<file path="config.mk">
export PLATFORM = sky130hd
export DESIGN_NAME = systolic_feeder
export DESIGN_NICKNAME = d
export VERILOG_FILES = /design/src/rtl/systolic_feeder_pkg.sv /design/src/rtl/systolic_feeder_lane_sel.sv /design/src/rtl/systolic_feeder.sv
export SDC_FILE = /design/constraint.sdc
export NUM_CORES = 1
export LEC_CHECK = 0
export CAP_MARGIN = 20
export CORE_ASPECT_RATIO = 0.5
export CORE_MARGIN = 2
export CORE_UTILIZATION = 45
export CTS_CLUSTER_DIAMETER = 150
export DETAILED_ROUTE_END_ITERATION = 7
export GPL_ROUTABILITY_DRIVEN = 0
export PLACE_DENSITY_LB_ADDON = 0.1
export SYNTH_ARGS = -nofsm -noshare
export SYNTH_HDL_FRONTEND = slang
export SYNTH_SLANG_ARGS = --single-unit
export TNS_END_PERCENT = 10
</file>
<file path="constraint.sdc">
create_clock -name clk_i -period 7.1 [get_ports clk_i]
set_input_delay 0.71 -clock clk_i [delete_from_list [all_inputs] [get_ports clk_i]]
set_output_delay 0.71 -clock clk_i [all_outputs]
set_load 0.005 [all_outputs]
</file>
<file path="src/rtl/systolic_feeder_pkg.sv">
// Shared types and helpers for the systolic operand feeder.
// Optional macro FEEDER_OUTPUT_REG_EN (used in systolic_feeder.sv) adds an output register stage.
package systolic_feeder_pkg;

  localparam int DEFAULT_DATA_WIDTH = 32;
  localparam int DEFAULT_N          = 4;

  typedef enum logic [2:0] {
    ST_IDLE   = 3'd0,
    ST_READY  = 3'd1,
    ST_CLEAR  = 3'd2,
    ST_STREAM = 3'd3,
    ST_DONE   = 3'd4
  } feeder_state_e;

  // Number of STREAM cycles: t runs 0 .. 3N-3.
  function automatic int stream_len(input int n);
    return 3 * n - 2;
  endfunction

  function automatic int cnt_width(input int n);
    return $clog2(3 * n);
  endfunction

  function automatic int lane_lsb(input int lane, input int data_width);
    return lane * data_width;
  endfunction

endpackage

</file>
<file path="src/rtl/systolic_feeder_lane_sel.sv">
// Skewed element selector for one edge lane: returns vec_i[t_i - lane_i] while it is
// inside the vector, otherwise zero.
module feeder_lane_sel
  import systolic_feeder_pkg::*;
#(
  parameter int DATA_WIDTH = DEFAULT_DATA_WIDTH,
  parameter int N          = DEFAULT_N,
  parameter int CW         = cnt_width(DEFAULT_N)
) (
  input  logic [N*DATA_WIDTH-1:0] vec_i,
  input  logic [CW-1:0]           lane_i,
  input  logic [CW-1:0]           t_i,
  input  logic                    en_i,
  output logic [DATA_WIDTH-1:0]   elem_o
);

  logic [CW-1:0] idx_s;

  assign idx_s = t_i - lane_i;

  // Pick the element at offset t - lane; an out-of-range offset matches no k and stays zero.
  always_comb begin
    elem_o = '0;
    if (en_i && (t_i >= lane_i)) begin
      for (int k = 0; k < N; k++) begin
        if (idx_s == CW'(k)) begin
          elem_o = vec_i[lane_lsb(k, DATA_WIDTH) +: DATA_WIDTH];
        end
      end
    end else begin
      elem_o = '0;
    end
  end

endmodule

</file>
<file path="src/rtl/systolic_feeder.sv">
// Loads A rows / B columns, then streams skewed operands into the PE grid edges.
// Macro FEEDER_OUTPUT_REG_EN registers lanes and acc_clear, delaying done by one cycle.
module systolic_feeder
  import systolic_feeder_pkg::*;
#(
  parameter int DATA_WIDTH = DEFAULT_DATA_WIDTH,
  parameter int N          = DEFAULT_N
) (
  input  logic                    clk_i,
  input  logic                    rst_i,
  input  logic [N*DATA_WIDTH-1:0] a_row_i,
  input  logic [N*DATA_WIDTH-1:0] b_col_i,
  input  logic                    load_valid_i,
  output logic                    load_ready_o,
  input  logic                    start_i,
  output logic [N*DATA_WIDTH-1:0] left_o,
  output logic [N*DATA_WIDTH-1:0] up_o,
  output logic                    acc_clear_o,
  output logic                    busy_o,
  output logic                    done_o
);

  localparam int CW = cnt_width(N);
  localparam int VW = N * DATA_WIDTH;
  localparam logic [CW-1:0] LAST_BEAT = CW'(N - 1);
  localparam logic [CW-1:0] LAST_T    = CW'(stream_len(N) - 1);

  feeder_state_e state_q;
  logic [CW-1:0] beat_q;
  logic [CW-1:0] t_q;
  logic          load_ready_q;
  logic          acc_clear_q;
  logic          busy_q;
  logic          done_q;

  logic [VW-1:0] a_buf_q [N];
  logic [VW-1:0] b_buf_q [N];

  logic          load_fire_d;
  logic          streaming_s;
  logic [VW-1:0] left_s;
  logic [VW-1:0] up_s;

  assign load_fire_d = (state_q == ST_IDLE) && load_ready_q && load_valid_i;
  assign streaming_s = (state_q == ST_STREAM);

  // Control FSM; status outputs are registered alongside the state they describe.
  always_ff @(posedge clk_i or posedge rst_i) begin
    if (rst_i) begin
      state_q      <= ST_IDLE;
      beat_q       <= '0;
      t_q          <= '0;
      load_ready_q <= 1'b1;
      acc_clear_q  <= 1'b0;
      busy_q       <= 1'b0;
      done_q       <= 1'b0;
    end else begin
      case (state_q)
        ST_IDLE: begin
          if (load_fire_d) begin
            if (beat_q == LAST_BEAT) begin
              state_q      <= ST_READY;
              beat_q       <= '0;
              load_ready_q <= 1'b0;
            end else begin
              beat_q <= beat_q + CW'(1);
            end
          end
        end
        ST_READY: begin
          if (start_i) begin
            state_q     <= ST_CLEAR;
            acc_clear_q <= 1'b1;
            busy_q      <= 1'b1;
          end
        end
        ST_CLEAR: begin
          state_q     <= ST_STREAM;
          t_q         <= '0;
          acc_clear_q <= 1'b0;
        end
        ST_STREAM: begin
          if (t_q == LAST_T) begin
            state_q <= ST_DONE;
            t_q     <= '0;
            busy_q  <= 1'b0;
            done_q  <= 1'b1;
          end else begin
            t_q <= t_q + CW'(1);
          end
        end
        ST_DONE: begin
          state_q      <= ST_IDLE;
          beat_q       <= '0;
          done_q       <= 1'b0;
          load_ready_q <= 1'b1;
        end
        default: begin
          state_q      <= ST_IDLE;
          beat_q       <= '0;
          t_q          <= '0;
          load_ready_q <= 1'b1;
          acc_clear_q  <= 1'b0;
          busy_q       <= 1'b0;
          done_q       <= 1'b0;
        end
      endcase
    end
  end

  // Operand buffer: beat k holds A row k and B column k; contents need no reset.
  always_ff @(posedge clk_i) begin
    for (int k = 0; k < N; k++) begin
      if (load_fire_d && (beat_q == CW'(k))) begin
        a_buf_q[k] <= a_row_i;
        b_buf_q[k] <= b_col_i;
      end
    end
  end

  // Left lane r walks along A row r; top lane c walks down B column c.
  for (genvar g = 0; g < N; g++) begin : g_lane
    feeder_lane_sel #(
      .DATA_WIDTH (DATA_WIDTH),
      .N          (N),
      .CW         (CW)
    ) u_left_sel (
      .vec_i  (a_buf_q[g]),
      .lane_i (CW'(g)),
      .t_i    (t_q),
      .en_i   (streaming_s),
      .elem_o (left_s[lane_lsb(g, DATA_WIDTH) +: DATA_WIDTH])
    );

    feeder_lane_sel #(
      .DATA_WIDTH (DATA_WIDTH),
      .N          (N),
      .CW         (CW)
    ) u_up_sel (
      .vec_i  (b_buf_q[g]),
      .lane_i (CW'(g)),
      .t_i    (t_q),
      .en_i   (streaming_s),
      .elem_o (up_s[lane_lsb(g, DATA_WIDTH) +: DATA_WIDTH])
    );
  end

  assign load_ready_o = load_ready_q;

`ifdef FEEDER_OUTPUT_REG_EN
  logic [VW-1:0] left_q;
  logic [VW-1:0] up_q;
  logic          acc_clear_dly_q;
  logic          done_dly_q;
  logic          busy_dly_q;

  // Output stage: one cycle of latency on lanes, clear and done; busy stretches to cover it.
  always_ff @(posedge clk_i or posedge rst_i) begin
    if (rst_i) begin
      left_q          <= '0;
      up_q            <= '0;
      acc_clear_dly_q <= 1'b0;
      done_dly_q      <= 1'b0;
      busy_dly_q      <= 1'b0;
    end else begin
      left_q          <= left_s;
      up_q            <= up_s;
      acc_clear_dly_q <= acc_clear_q;
      done_dly_q      <= done_q;
      busy_dly_q      <= busy_q;
    end
  end

  assign left_o      = left_q;
  assign up_o        = up_q;
  assign acc_clear_o = acc_clear_dly_q;
  assign done_o      = done_dly_q;
  assign busy_o      = busy_q | busy_dly_q;
`else
  assign left_o      = left_s;
  assign up_o        = up_s;
  assign acc_clear_o = acc_clear_q;
  assign done_o      = done_q;
  assign busy_o      = busy_q;
`endif

endmodule

</file>
* Yosys cells after proc, flatten, opt, wreduce, memory -nomap -nowiden
Memories as Yosys holds them, arrays and structs flattened. Index checks and enable logic that the tools add are counted.
Word-level totals: register bits after elaboration 15, memory bits (writable) 1024, output and inout port bits 260, memories 2
Memory list:
- a_buf_q | words 4, bits a word 128, rd ports 4, clocked after memory_dff 0, write ports 1, line systolic_feeder.sv:36 | logic [VW-1:0] a_buf_q [N];
- b_buf_q | words 4, bits a word 128, rd ports 4, clocked after memory_dff 0, write ports 1, line systolic_feeder.sv:37 | logic [VW-1:0] b_buf_q [N];
Cells by class: add/sub/neg operators 5, $lt $le $gt $ge 4, equality and inequality tests 24, mux-type cells 85, bitwise operators 4, reductions and logical operators 33
Operators by type and width (count):
- $mux 32 | 40
- $mux 128 | 6
- $reduce_or 128->1 | 6
- $eq 4x2->1 const B | 10
- $eq 4x1->1 const B | 5
- $logic_not 4->1 | 5
- $mux 1 | 19
- $pmux 4 s2 | 2
- $reduce_or 3->1 | 5
- $mux 2 | 6
- $mux 3 | 4
- $mux 4 | 3
- $pmux 3 s4 | 1
- $logic_and 1x1->1 | 10
- $add 4x1->4 const B | 2
- $ge 4x1->1 const B | 2
- $ge 4x2->1 const B | 2
- $sub 4x2->4 const B | 2
- $eq 3x2->1 const B | 2
- $ne 2x2->1 const B | 3
- $pmux 1 s2 | 3
- $reduce_and 2->1 | 3
- $reduce_and 3->1 | 2
- $eq 4x4->1 const B | 1
- other kinds (8) | 11

* Depth between registers and ports, before layout
Gate-level depths: netlist (run 1).
depth after elaboration 10, depth in mapped cells 10

* Hierarchy
Synthesis (run 1) repeated with hierarchy kept, for this count alone.
Unflattened totals: cell total of the unflattened synthesis 2601, area, all modules 42892.4 µm²
By module, submodules not included:
- systolic_feeder | times used 1, cells an instance 1123, area each 31666.6 µm², seq. area each 31126.1 µm²
- feeder_lane_sel (g_lane[1].u_left_sel ...) | times used 6, cells an instance 169, area each 1233.7 µm², seq. area each 0.0 µm²
- feeder_lane_sel (g_lane[0].u_left_sel ...) | times used 2, cells an instance 232, area each 1911.8 µm², seq. area each 0.0 µm²

* Least setup slack after synthesis (run 1)
OpenSTA, ideal clock, no wires.
path type reg2reg, start point reg state_q[0], end point mem a_buf_q[0][0] (netlist bit) (enable), arrival time 7.071 ns, required time 6.451 ns, setup slack -0.620 ns, stages on the path, launching flop included 5, buffers on the path 1, period minus slack after synthesis 7.720 ns, path through dfrtp_1 buf_2 or3_1 nor4_1 and2_1
On the way: longest elaborated chain between the ends 10
Ends and longest elaborated chain:
- from (decl) | line systolic_feeder.sv:28 | feeder_state_e state_q;
- from (signal assigned) | line systolic_feeder.sv:50 | state_q <= ST_IDLE;
- from (signal assigned) | line systolic_feeder.sv:62 | state_q <= ST_READY;
- from (signal assigned) | line systolic_feeder.sv:72 | state_q <= ST_CLEAR;
- $logic_not 3->1 * | line systolic_feeder.sv:44 | assign load_fire_d = (state_q == ST_IDLE) && load_ready_q && load_valid_i;
- $logic_and 1x1->1 * (2 in a row) | line systolic_feeder.sv:44
- $logic_and 1x1->1 | line systolic_feeder.sv:114 | if (load_fire_d && (beat_q == CW'(k))) begin
- $mux 1 | line systolic_feeder.sv:114
- $mux 1 (implied by the code) | line systolic_feeder.sv:115 | a_buf_q[k] <= a_row_i;
- $reduce_or 128->1 (no line)
- $mux 2 (no line) or $mux 1 (tied branches) (3 in a row)
- to (decl) | line systolic_feeder.sv:36
Every way passes the cells marked *; elsewhere a longest branch is shown, timed or not.

* Worst setup path in the final report (run 1)
start point reg t_q[1], end point out left_o[107]
On the way: longest elaborated chain between the ends 7
Ends and longest elaborated chain:
- from (decl) | line systolic_feeder.sv:30 | logic [CW-1:0] t_q;
- from (signal assigned) | line systolic_feeder.sv:89 | t_q <= t_q + CW'(1);
- $sub 4x2->4 | line systolic_feeder_lane_sel.sv:19 | assign idx_s = t_i - lane_i;
- $logic_not 4->1 | line systolic_feeder_lane_sel.sv:26 | if (idx_s == CW'(k)) begin
- $mux 32 (4 in a row) | line systolic_feeder_lane_sel.sv:26
- $mux 32 * | line systolic_feeder_lane_sel.sv:24 | if (en_i && (t_i >= lane_i)) begin
- to (decl) | line systolic_feeder.sv:16 | output logic [N*DATA_WIDTH-1:0] left_o,
Marked as above.

==> results of run 1 <==
stage by stage:
step,instances,hold slack (ns)
final,4289,0.4476
after global routing,4288,0.4719
after CTS,4285,0.4374
after detailed placement,4117,0.5173
after global placement,4116,0.4983
after floorplan,2546,0.4860
kinds of logic after synthesis:
group	share of synthesized area, %
adders and majority gates	0.2437
AOI/OAI and AO/OA	10.45
xor gates and xnor gates	0.1219
muxes	5.069
DFF	75.78
and+or+nand+nor	5.130
buffers and inverters	3.205
sequential cells by signal, summed over array words and instances (netlist names):
signal,cells
busy_o,1
load_ready_o,1
acc_clear_o,1
b_buf_q,512
t_q,4
beat_q,4
done_o,1
a_buf_q,512
state_q,3
layout by cell type, fill, tap and decap left out, types with 66 or more instances in the layout:
cell             count
a21oi_1            201
clkbuf_16           97
clkdlybuf4s50_1    519
edfxtp_1          1024
inv_1               70
nand2_1            202
nor2_1              75
nor2b_1             66
o21ai_0            131
o21ai_1             68
or3_1               67
layout make-up:
cell class | instances | area share [%]
Timing Repair Buffer | 559 | 11.22
Clock inverter | 57 | 0.9319
Tap cell | 1200 | 2.990
Inverter | 72 | 0.5432
Sequential cell | 1039 | 62.00
Clock buffer | 111 | 4.938
Multi-Input combinational cell | 1247 | 17.36
Antenna cell | 4 | 0.01993
per-layer routing:
layer | global-route usage, % | vias to the layer above | wire length [µm]
met5 | 0 | - | 27
li1 | - | 10776 | -
met2 | 43.39 | 777 | 61500
met1 | 33.66 | 12872 | 48980
met3 | 4.078 | 138 | 6625
met4 | 5.536 | 4 | 1982
where the power goes:
part | switching, W | internal [W] | leakage [nW]
combinational | 0.00363 | 0.00250 | 4.90
clock | 0.00222 | 0.00277 | 1.46
sequential | 0.000191 | 0.00683 | 9.38
how the worst max path moves through the flow:
stage | cells past startpoint | startpoint | endpoint
floorplan | 4 | state_q[0] | a_buf_q[0][0]
global placement | 7 | t_q[1] | left_o[107]
detailed placement | 7 | t_q[1] | left_o[107]
CTS | 7 | t_q[1] | left_o[107]
global route | 7 | t_q[1] | left_o[107]
finish | 7 | t_q[1] | left_o[107]
==> results_dict.tcl, run 1 <==
set metrics [dict create \
    syn-cell-area_um2 41070 \
    multiInputGateArea_um2 8717 \
    cp_max_fo 43 \
    syn_avg_cell_area_um2 16.13 \
    cpMaxStageDelayCell "or4_4" \
    antenna_found_initial 7 \
    ff2ff_setup_slack_ns 3.70 \
    critPathKind "reg2out" \
    p_leak_nw 15.74 \
    relSlewSlack_pct 26.42 \
    post-route-drc-count 0 \
    setup_tns_ns 0 \
    r2r_start "state_q[1]" \
    cpMostUsedCell "buf_4" \
    dr.first_iter.drc_count 2171 \
    cts_buffers 91 \
    finalInstanceArea_um2 50220 \
    status "finished, final reports clean" \
    first_pass_iters 6 \
    hold_violations 0 \
    drtAntennaViolNets 0 \
    placed_area_um2 47260 \
    yosys_register_bits 1039 \
    synth_top_area_share_pct 74.86 \
    postLayoutSetupSlackWorst_ns 1.265 \
    drive_gt1_share_pct 8.590 \
    synth_area_leader_cell "edfxtp_1" \
    required_ns 6.39 \
    grt_pass1_wl_um 171300 \
    period_share_pct 82.18 \
    cp.arrival_ns 5.12 \
    synth_seq_area_share_pct 75.78 \
    fp.dieH_um 217.6 \
    ir_worst_vdd_uv 314.1 \
    gr-total-overflow 0 \
    yosys-top-cells-area "edfxtp_1 (75%), mux4_2 (3.5%), a21oi_1 (2.4%)" \
    max_freq_ghz 0.1714 \
    power_density_nw_per_um2 361.4 \
    grtUsageTotal_pct 25.11 \
    cts.clk_slew.worst_paths_ns 0.07 \
    r2r.worst_path.cells 4 \
    grt_pass1_vias 24543 \
    regArea_um2 31130 \
    clock_latency_ns 0.68 \
    dp_slack_ns 2.038 \
    tightest_slew_ns 1.104 \
    wl_per_cell_um 27.77 \
    slew_viol_final 0 \
    synth_common_cells "edfxtp_1 (1024), nand2_1 (202), a21oi_1 (201), o21ai_0 (131), clkbuf_1 (79)" \
    cts_htree_levels 3 \
    synth-edff-count 1024 \
    nNetsFinal 3278 \
    crit_chain "inv_4 > buf_4 > or4_4 > buf_4 > o21ai_1 > a21oi_1 > clkdlybuf4s50_1" \
    hpwl_um 70970 \
    grt_start_max_net_pins 155 \
    critPathCaptureType "primary output" \
    post-cts-setup-buffers 0 \
    port_buffers 519 \
    yosysUniqueCellTypes 54 \
    initial_core_util_pct 45.35 \
    via_per_inst 5.728 \
    skew_ns 0.02795 \
    critPathLaunchType "flip-flop" \
    io_pins 520 \
    cts-root-buf "clkbuf_16" \
    rsz0062_at_grt "no" \
    die_w_um 431.3 \
    vias 24567 \
    synth_nets 2814 \
    post-route-util_pct 55.45 \
    r2r_end "a_buf_q[2][106]" \
    synthToLayoutAreaGrowth_pct 22.26 \
    path_delay_family "buffers and inverters" \
    async_flop_share_pct 1.444 \
    ys.flop_type "edfxtp_1" \
    fillers 7315 \
    cap_violations 0 \
    ctsResizeCount 0 \
    final-setup-viol-count 0 \
    synth_cells 2546 \
    worst-path-buf-inv 4 \
    hp-class "in2async" \
    slowest_delay_ns 0.89 \
    die-area_um2 93860 \
    synth_most_common_cell "edfxtp_1" \
    ys_warn_count 0 \
    min_period_ns 5.835 \
    finalPower_w 0.01815 \
    clk_path_buf_depth 3 \
    cts_tree "yes" \
    cts_hold_buf 0 \
    fp.coreArea_um2 90570 \
    cts_sinks 1039 \
    wl_um 119100 \
    std_cell_rows 78 \
]
(Power assumes the default switching activity.)
==> run 2, diff against run 1 <==
==> constraint.sdc (replaced) <==
create_clock -name clk_i -period 5.3 [get_ports clk_i]
set_input_delay 0.53 -clock clk_i [delete_from_list [all_inputs] [get_ports clk_i]]
set_output_delay 0.53 -clock clk_i [all_outputs]
set_load 0.005 [all_outputs]
==> run 2 against run 1 <==
Sequential power up 33%; global-route usage fell by 0.10 points; final cell count increased by 0.42%; non-clock buffer count increased by 18; power increased by 36%; final area grew 0.75%; combinational power up 37%; via count grew 0.55%; setup slack got worse by 0.75 ns; routed wire length shrank 0.81%; largest cell class unchanged; highest routed layer unchanged.
==> results_dict.tcl, run 2 (same netlist as run 1, synthesis figures left out) <==
set metrics [dict create \
    status "finished, final reports clean" \
    reg_top3 "a_buf_q (512), b_buf_q (512)" \
    slowest_delay_ns 0.78 \
    critPathLaunchType "flip-flop" \
    r2r_start "state_q[0]" \
    crit_start "t_q[2]" \
    cp_max_fo 34 \
    slew_viol_final 0 \
    path_delay_family "buffers and inverters" \
    cap_violations 0 \
    cts_buffers 91 \
    ff2ff_setup_slack_ns 1.88 \
    r2r.worst_path.cells 4 \
    die-area_um2 93860 \
    via_per_inst 5.735 \
    nNetsFinal 3296 \
    final_common_cell "edfxtp_1" \
    r2r_end "a_buf_q[2][49]" \
    cp.arrival_ns 4.25 \
    crit_chain "inv_1 > ha_1 > xnor2_2 > nand4b_4 > buf_4 > o21ai_0 > nor2_1 > clkdlybuf4s50_1" \
    post-cts-setup-buffers 0 \
    critPathKind "reg2out" \
    max_freq_ghz 0.2092 \
    ir_worst_vdd_uv 425.8 \
    fp.dieH_um 217.6 \
    wl_per_cell_um 27.43 \
    cts-root-buf "clkbuf_16" \
    critPathCaptureType "primary output" \
    p_leak_nw 15.89 \
    vias 24701 \
    antenna_found_initial 9 \
    worst-path-buf-inv 3 \
    power_density_nw_per_um2 488.9 \
    grt_use_met3_pct 3.310 \
    clock_latency_ns 0.67 \
    first_pass_iters 5 \
    cts_sinks 1039 \
    port_buffers 519 \
    final_cells 4307 \
    grtUsageTotal_pct 25.01 \
    dp_cells 4134 \
    min_period_ns 4.781 \
    dr.first_iter.drc_count 2166 \
    drive_gt1_share_pct 9.097 \
    tightest_slew_ns 1.053 \
    clk_path_buf_depth 3 \
    post-route-drc-count 0 \
    relSlewSlack_pct 29.80 \
    wl_um 118100 \
    busiest_layer "met2" \
    drtAntennaViolNets 0 \
    hp-class "in2async" \
    grt_pass1_wl_um 171600 \
    rsz0062_at_grt "no" \
    hold_violations 0 \
    period_share_pct 90.21 \
    io_pins 520 \
    final_cell_mix "edfxtp_1 (1024), clkdlybuf4s50_1 (519), nand2_1 (202), a21oi_1 (201), o21ai_0 (131)" \
    grt_start_max_net_pins 151 \
    cpMaxStageDelayCell "nand4b_4" \
    skew_ns 0.02595 \
    finalPower_w 0.02473 \
    grtUsageMet2_pct 41.52 \
    use_met1_pct 34.74 \
    cts_tree "yes" \
    gr-total-overflow 0 \
    hpwl_um 70330 \
    std_cell_rows 78 \
    grt_pass1_vias 24764 \
    fp.coreArea_um2 90570 \
    cts_htree_levels 3 \
    initial_core_util_pct 45.35 \
    cts.clk_slew.worst_paths_ns 0.07 \
    required_ns 4.77 \
    synthToLayoutAreaGrowth_pct 23.18 \
    final-setup-viol-count 0 \
    ctsResizeCount 0 \
    die_w_um 431.3 \
    cts_hold_buf 0 \
]
run 2: cell types whose count changed in the layout (fill, tap and decap cells not counted), moves of 3 or more:
cell        change
diode_2         +3
clkinv_2       -11
clkinvlp_4      +3
buf_12          +8
buf_4           +9
clkinv_1        -4
bufinv_16       +7
run 2: layout make-up:
type | instances | area, µm²
inverter | 72 | 272.8
antenna | 7 | 17.52
multi-input combinational | 1247 | 8717
fill | 7296 | 39970
timing repair buffer | 577 | 5866
clock inverter | 54 | 648.1
tap | 1200 | 1501
sequential | 1039 | 31130
clock buffer | 111 | 2437
run 2: stage by stage:
| step | setup WS (ns) | instance area [µm²] | hold slack [ns] | utilization (%) | setup TNS [ns] |
|---|---|---|---|---|---|
| floorplan | -2.419 | 41080 | 0.4308 | - | -1857.68 |
| global placement | 1.376 | 47490 | 0.5013 | 52.43 | 0 |
| detailed placement | 1.271 | 47490 | 0.5051 | 52.43 | 0 |
| CTS | 0.5158 | 50570 | 0.3460 | 55.84 | 0 |
| global route | 0.2851 | 50590 | 0.3644 | 55.86 | 0 |
| finish | 0.5188 | 50590 | 0.3381 | 55.86 | 0 |
run 2: worst max path at each step:
| stage | to | slack, ns | cells after the start |
|---|---|---|---|
| after CTS | left_o[63] | 0.52 | 8 |
| after global routing | left_o[53] | 0.29 | 8 |
| after floorplan | a_buf_q[0][0] | -2.42 | 4 |
| after detailed placement | left_o[63] | 1.27 | 8 |
| final | left_o[63] | 0.52 | 8 |
| after global placement | up_o[37] | 1.38 | 8 |
run 2: report_power, final:
part	switching [W]	leakage (nW)	internal, W
logic	0.00500	5.01	0.00340
registers	0.000173	9.38	0.00915
clock network	0.00301	1.50	0.00400
run 2: per-layer routing:
layer,wire length [µm],vias up,part of all wire (%)
met4,2807,4,2.4
met3,6193,167,5.2
met5,25,-,0.021
li1,-,10821,-
met1,50400,12909,43
met2,58720,800,50
==> run 3, diff against run 2 <==
--- a/config.mk
+++ b/config.mk
@@ -11,6 +11,7 @@
 export CORE_UTILIZATION = 45
 export CTS_CLUSTER_DIAMETER = 150
 export DETAILED_ROUTE_END_ITERATION = 7
+export DONT_BUFFER_PORTS = 1
 export GPL_ROUTABILITY_DRIVEN = 0
 export PLACE_DENSITY_LB_ADDON = 0.1
 export SYNTH_ARGS = -nofsm -noshare
==> constraint.sdc (replaced) <==
create_clock -name clk_i -period 4.55 [get_ports clk_i]
set_input_delay 0.455 -clock clk_i [delete_from_list [all_inputs] [get_ports clk_i]]
set_output_delay 0.455 -clock clk_i [all_outputs]
set_load 0.005 [all_outputs]
==> run 3 against run 2 <==
Hold slack lost 0.24 ns; combinational power shrank 2%; non-clock buffer count shrank 260; core utilization shrank 2.9 points.
==> results_dict.tcl, run 3 (same netlist as run 1, synthesis figures left out) <==
set metrics [dict create \
    required_ns 4.09 \
    final_cells 4047 \
    cts_buffers 92 \
    final_cell_mix "edfxtp_1 (1024), dlygate4sd3_1 (258), nand2_1 (202), a21oi_1 (201), o21ai_0 (131)" \
    power_density_nw_per_um2 565.8 \
    clk_path_buf_depth 3 \
    die_w_um 431.3 \
    cp.arrival_ns 3.71 \
    relSlewSlack_pct 24.67 \
    max_freq_ghz 0.2399 \
    io_pins 520 \
    multiInputGateArea_um2 8717 \
    post-route-util_pct 52.95 \
    cp_max_fo 50 \
    regArea_um2 31130 \
    hold_violations 0 \
    fp.coreArea_um2 90570 \
    drive_gt1_share_pct 9.880 \
    cts_sinks 1039 \
    period_share_pct 91.61 \
    finalPower_w 0.02713 \
    fp.dieH_um 217.6 \
    critPathKind "reg2out" \
    hp-class "in2reg" \
    synthToLayoutAreaGrowth_pct 16.74 \
    status "finished, final reports clean" \
    grt_pass1_vias 23461 \
    grt_start_max_net_pins 97 \
    final_common_cell "edfxtp_1" \
    cts.clk_slew.worst_paths_ns 0.07 \
    via_per_inst 5.867 \
    dp_slack_ns 1.120 \
    holdPathStages 3 \
    reg_top3 "a_buf_q (512), b_buf_q (512)" \
    tightest_slew_ns 1.130 \
    post-route-drc-count 0 \
    grtUsageTotal_pct 25.05 \
    fin_hold_ws_ns 0.09766 \
    wl_per_cell_um 29.27 \
    dp_cells 3617 \
    nNetsFinal 3037 \
    initial_core_util_pct 45.35 \
    ir_worst_vdd_uv 670.0 \
    postLayoutSetupSlackWorst_ns 0.3816 \
    drtAntennaViolNets 0 \
    cap_violations 0 \
    gr-total-overflow 0 \
    r2r.worst_path.cells 4 \
    grt_pass1_wl_um 170400 \
    fillers 7462 \
    cts_htree_levels 3 \
    rsz0062_at_grt "no" \
    die-area_um2 93860 \
    skew_ns 0.02047 \
    std_cell_rows 78 \
    wl_um 118400 \
    critPathLaunchType "flip-flop" \
    vias 23745 \
    cts-root-buf "clkbuf_16" \
    slew_viol_final 0 \
    antenna_found_initial 7 \
    cts_tree "yes" \
    min_period_ns 4.168 \
    final-setup-viol-count 0 \
    p_leak_nw 15.03 \
    dr.first_iter.drc_count 2428 \
    hpwl_um 69350 \
    critPathCaptureType "primary output" \
    first_pass_iters 7 \
    port_buffers 0 \
    clock_latency_ns 0.69 \
]
==> run 3: worst paths after layout <==
| path | start | to | slack [ns] |
|---|---|---|---|
| setup / recovery | t_q[1] | left_o[38] | 0.38 |
| min in group asynchronous | rst_i | done_o | 0.36 |
| hold reg to reg | beat_q[0] | beat_q[0] | 0.57 |
| setup reg to reg | state_q[1] | b_buf_q[2][92] | 1.17 |
| max in group asynchronous | rst_i | t_q[0] | 3.73 |
| hold / removal | start_i | busy_o | 0.1 |
==> run 3: area by class of cell <==
cell class	count	share of cell area (%)
Sequential cell	1039	64.93
Tap cell	1200	3.131
Clock buffer	111	5.039
Clock inverter	58	1.281
Inverter	72	0.5688
Antenna cell	3	0.01566
Multi-Input combinational cell	1247	18.18
Timing Repair Buffer	317	6.857
==> run 3: metrics by stage <==
step,area (µm²),TNS (ns)
3_5_place_dp,42330,0
4_1_cts,47940,0
6_report,47950,0
3_3_place_gp,42330,0
2_1_floorplan,41080,-322.16
5_1_grt,47950,0
==> run 3: per-layer routing <==
metal	up-vias	track usage (%)	wire, µm
li1	10322	-	-
met2	828	41.47	58470
met5	-	0	27
met4	4	6.935	3164
met3	190	4.592	6981
met1	12401	34.24	49810
==> run 3: what timing repair did <==
item	CTS	global route
buffers inserted	0	0
endpoints found under the setup margin	0	0
hold endpoints to repair	1039	0
hold buffers	258	0
gates resized for setup	0	0
==> run 3: worst max-delay path: stages (launching register included) <==
cell      delay, ns
dfrtp_4        0.52
inv_4          0.08
buf_4          0.80
nand4b_4       0.81
buf_12         0.44
o21ai_0        0.22
nor2_1         0.09
==> run 3: where the power goes <==
part	switching, W	total [W]	internal (W)
Sequential	0.000218	0.0109	0.0107
Combinational	0.00559	0.00823	0.00264
Clock	0.00355	0.00803	0.00448
Total	0.00936	0.0271	0.0178
